===== src/rtl/fair_req_arbiter.sv =====
// Two-requester round-robin arbiter with a hold limit that preempts an owner
// who keeps the resource too long while the other side is waiting.
//
// state | meaning
// IDLE  | no owner; arbitrate between reqA/reqB using prio
// OWN_A | A holds the resource (grantA=1)
// OWN_B | B holds the resource (grantB=1)
module fair_req_arbiter #(
    parameter int unsigned MAX_HOLD = 4
) (
    input  logic clk,
    input  logic reset,
    input  logic reqA,
    input  logic reqB,
    input  logic doneA,
    input  logic doneB,
    output logic grantA,
    output logic grantB,
    output logic prio,
    output logic preempt
);

    typedef enum logic [1:0] {
        IDLE  = 2'd0,
        OWN_A = 2'd1,
        OWN_B = 2'd2
    } state_t;

    localparam logic [3:0] HOLD_LIM = 4'(MAX_HOLD);

    state_t     state_q, state_d;
    logic [3:0] hold_q, hold_d;
    logic [3:0] hold_inc;
    logic       prio_q, prio_d;
    logic       preempt_q, preempt_d;
    logic       grant_a_q, grant_b_q;

    // Saturating increment so the counter can never wrap back to zero.
    assign hold_inc = (hold_q == 4'hF) ? hold_q : hold_q + 4'd1;

    always_comb begin
        state_d   = state_q;
        hold_d    = hold_q;
        prio_d    = prio_q;
        preempt_d = 1'b0;
        case (state_q)
            IDLE: begin
                if (reqA && (!reqB || !prio_q)) begin
                    state_d = OWN_A;
                    prio_d  = 1'b1;
                    hold_d  = 4'd0;
                end else if (reqB) begin
                    state_d = OWN_B;
                    prio_d  = 1'b0;
                    hold_d  = 4'd0;
                end
            end
            OWN_A: begin
                // A release beats the hold limit, so no preempt in that case.
                if (doneA || !reqA) begin
                    state_d = IDLE;
                    hold_d  = 4'd0;
                end else if (reqB) begin
                    hold_d = hold_inc;
                    if (hold_inc >= HOLD_LIM) begin
                        state_d   = IDLE;
                        preempt_d = 1'b1;
                    end
                end
            end
            OWN_B: begin
                if (doneB || !reqB) begin
                    state_d = IDLE;
                    hold_d  = 4'd0;
                end else if (reqA) begin
                    hold_d = hold_inc;
                    if (hold_inc >= HOLD_LIM) begin
                        state_d   = IDLE;
                        preempt_d = 1'b1;
                    end
                end
            end
            default: begin
                state_d = IDLE;
                hold_d  = 4'd0;
            end
        endcase
    end

    always_ff @(posedge clk or negedge reset) begin
        if (!reset) begin
            state_q   <= IDLE;
            hold_q    <= 4'd0;
            prio_q    <= 1'b0;
            preempt_q <= 1'b0;
            grant_a_q <= 1'b0;
            grant_b_q <= 1'b0;
        end else begin
            state_q   <= state_d;
            hold_q    <= hold_d;
            prio_q    <= prio_d;
            preempt_q <= preempt_d;
            grant_a_q <= (state_d == OWN_A);
            grant_b_q <= (state_d == OWN_B);
        end
    end

    assign grantA  = grant_a_q;
    assign grantB  = grant_b_q;
    assign prio    = prio_q;
    assign preempt = preempt_q;

endmodule


===== config.mk =====
export PLATFORM = sky130hd
export DESIGN_NAME = fair_req_arbiter
export DESIGN_NICKNAME = d
export VERILOG_FILES = /design/src/rtl/fair_req_arbiter.sv
export SDC_FILE = /design/constraint.sdc
export NUM_CORES = 1
export LEC_CHECK = 0
export CAP_MARGIN = 20
export CORE_MARGIN = 1
export CORE_UTILIZATION = 40
export DETAILED_ROUTE_END_ITERATION = 6
export PLACE_DENSITY = 0.71
export SKIP_CTS_REPAIR_TIMING = 1
export SLEW_MARGIN = 5
export SYNTH_ARGS = -nofsm -noshare
export SYNTH_HDL_FRONTEND = slang
export SYNTH_SLANG_ARGS = --single-unit

===== constraint.sdc =====
create_clock -name clk -period 1.9 [get_ports clk]
set_input_delay 0.285 -clock clk [delete_from_list [all_inputs] [get_ports clk]]
set_output_delay 0.285 -clock clk [all_outputs]
set_load 0.02 [all_outputs]

==> flow_summary.toml <==
[status]
status = "finished, final reports clean"

[drt]
wl_per_cell_um = 13.3
ant_nets = 0
drt_pass1_iterations = 3
routed_wl_mm = 1.38
routed_via_density = 5.83
drt-initial-drc-count = 19
route.detailed.drc = 0
num_vias = 606

[logic_synthesis]
synth_area_leaders = "dfrtp_1, ha_1, o21bai_1, a221o_1, nand3_1"
avgSynthCellArea_um2 = 9.65
syn_nets = 81
yosys.area.top_type = "dfrtp_1"
ys_ff_latch = 10
ys_seq_area_frac = 0.370
yosys_warnings = 0
syn_area_um2 = 676
synth_top_area_frac = 0.370
netlist_instances = 70
synth_cell_types = 35

[critical_path]
crit_family = "compound AO/OA/AOI/OAI gates"
critPathMaxStageDelay_ns = 0.37
slowest_stage = "dfrtp_1"
cp.arrival_ns = 1.90
worst-path-buf-inv = 1
worstPathMaxFanout = 5
critPathCaptureType = "flop"
ff2ff_setup_slack_ns = 0.20
r2r_cells = 6
regToRegStartpoint = "state_q[1]"
cp.required_ns = 2.10
worstPathCellList = "inv_1 > ha_1 > and3b_4 > or2_0 > a221o_1 > a31oi_1"
worstSetupStartpointType = "flop"
crit_type = "reg -> reg"
r2r-end = "grantA"

[sta]
hold_viol_final = 0
timing.final.max_slew_violations = 0
tightest_slew_ns = 0.522
period_share = 0.894
slew_headroom = 0.650
clock_skew_ns = 0.00382
min_period_ns = 1.70
rsz0062_at_grt = "false"
setup_viol = 0
fmax_ghz = 0.588
final.setup.worst_slack_ns = 0.201
final.setup.tns_ns = 0

[pwr]
power_frac_seq = 0.297
pwr-share-comb = 0.554
switching_share = 0.393
ir_drop_mv = 0.531
pwr-share-clk = 0.149
leakage_uw = 0.000383
power.density_nw_per_um2 = 1180
switchingPower_uw = 397
p_int_uw = 614

[global_routing]
grt_use_total = 0.172
grt_pass1_vias = 537
overflow = 0
grt_max_degree = 11
antenna_found_initial = 0
grt_pass1_wl_mm = 2.30

[placement]
io_buffers = 9
place_congestion = 0.801
dp_hpwl_mm = 1.06
dp_slack_ns = 0.0338

[die]
fp-row-count = 14
fp.dieH_um = 43.1
io_pins = 10
dieArea_um2 = 1860
die_x_um = 43.1
start_util = 0.438
core_area_um2 = 1540

[clocking]
clock_latency_ns = 0.28
cts.clk_slew.worst_paths_ns = 0.07
cts_tree = "done"
root_buffer = "clkbuf_4"
cts_max_path_buffers = 2
htree_levels = 1
clock_sinks = 10
cts_made_buffers = 3

[cells_and_area]
num_antenna_cells = 0
multi_input_area_um2 = 405
area_delta_synth_final_pct = 26.7
seqCellArea_um2 = 250
drive_above_1_share = 0.159
nets = 101
nFillCells = 150

[hold_path]
min_path_type = "in -> async"

[run]
maxCapViolCount = 0
-- worst max path at each step --
stage | from | endpoint | slack (ns) | depth (start not counted)
2_1_floorplan | state_q[0] | grantA | 0.20 | 7
3_3_place_gp | reqA | grantB | 0.02 | 6
3_5_place_dp | reqB | grantA | 0.03 | 5
4_1_cts | state_q[1] | grantA | 0.19 | 6
5_1_grt | state_q[1] | grantA | 0.05 | 6
6_report | state_q[1] | grantA | 0.20 | 6
-- Yosys cell counts (all sizes together) --
master / count
dfrtp: 10
ha: 5
inv: 4
nand2: 4
nand3: 4
a21oi: 3
a31oi: 3
nor2b: 3
o21ai: 3
o21bai: 3
a221o: 2
and2: 2
and3b: 2
nor2: 2
a21boi: 1
a22o: 1
a22oi: 1
a31o: 1
a32o: 1
a41oi: 1
and2b: 1
and3: 1
clkbuf: 1
nand3b: 1
nand4b: 1
nor3: 1
nor3b: 1
o2111ai: 1
o211ai: 1
o21a: 1
o21ba: 1
o311a: 1
o31ai: 1
or2: 1
-- metrics by stage --
| stage | hold WS, ns | util | instances | area, µm² | total power [µW] |
|---|---|---|---|---|---|
| 2_1_floorplan | -0.0106 | - | 70 | 676 | 664 |
| 3_3_place_gp | 0.503 | 0.541 | 101 | 833 | 854 |
| 3_5_place_dp | 0.516 | 0.541 | 101 | 833 | 860 |
| 4_1_cts | 0.358 | 0.555 | 104 | 856 | 1010 |
| 5_1_grt | 0.391 | 0.555 | 104 | 856 | 1080 |
| 6_report | 0.327 | 0.555 | 104 | 856 | 1010 |
-- cells in the final DEF (no fill, tap or decap), drive strengths merged, types with 2 or more instances in the layout --
cell           count
dfrtp             10
clkdlybuf4s50      9
buf                7
ha                 5
inv                4
nand2              4
nand3              4
nor2b              3
o21ai              3
a21oi              3
o21bai             3
a31oi              3
clkbuf             3
and2               2
nor2               2
a221o              2
and3b              2
-- logic make-up (layout without fill, tap and decap cells) --
| logic type | count (synthesis) | after routing | share of synthesized area |
|---|---|---|---|
| AO/OA/AOI/OAI | 26 | 26 | 0.294 |
| AND/OR/NAND/NOR | 24 | 24 | 0.213 |
| flip-flops | 10 | 10 | 0.370 |
| adder cells (fa/ha/maj) | 5 | 5 | 0.0926 |
| buffers and inverters | 5 | 23 | 0.0296 |
-- power by group through the flow --
stage | registers, µW | logic [µW] | clock network [µW]
4_1_cts | 302 | 557 | 152
2_1_floorplan | 345 | 319 | 0
3_3_place_gp | 305 | 549 | 0
3_5_place_dp | 306 | 554 | 0
5_1_grt | 309 | 612 | 159
6_report | 301 | 560 | 151
-- registers in the layout, summed over array words and instances (netlist names) --
signal / cells
prio: 1
grantB: 1
grantA: 1
hold_q: 4
state_q: 2
preempt: 1
-- metal layers --
metal,GRT usage,up-vias,routed length (µm),part of all wire
met3,0.0255,5,52,0.038
met1,0.227,282,709,0.51
li1,-,306,-,-
met2,0.251,13,578,0.42
met5,0,-,0,0
met4,0.127,0,43,0.031
-- area by class of cell --
type,count,share of cell area
clock buffer,3,0.0263
inverter,4,0.0175
multi-input combinational,55,0.474
sequential,10,0.292
tap,16,0.0234
timing repair buffer,16,0.167
Power figures use the tool's default switching activity.
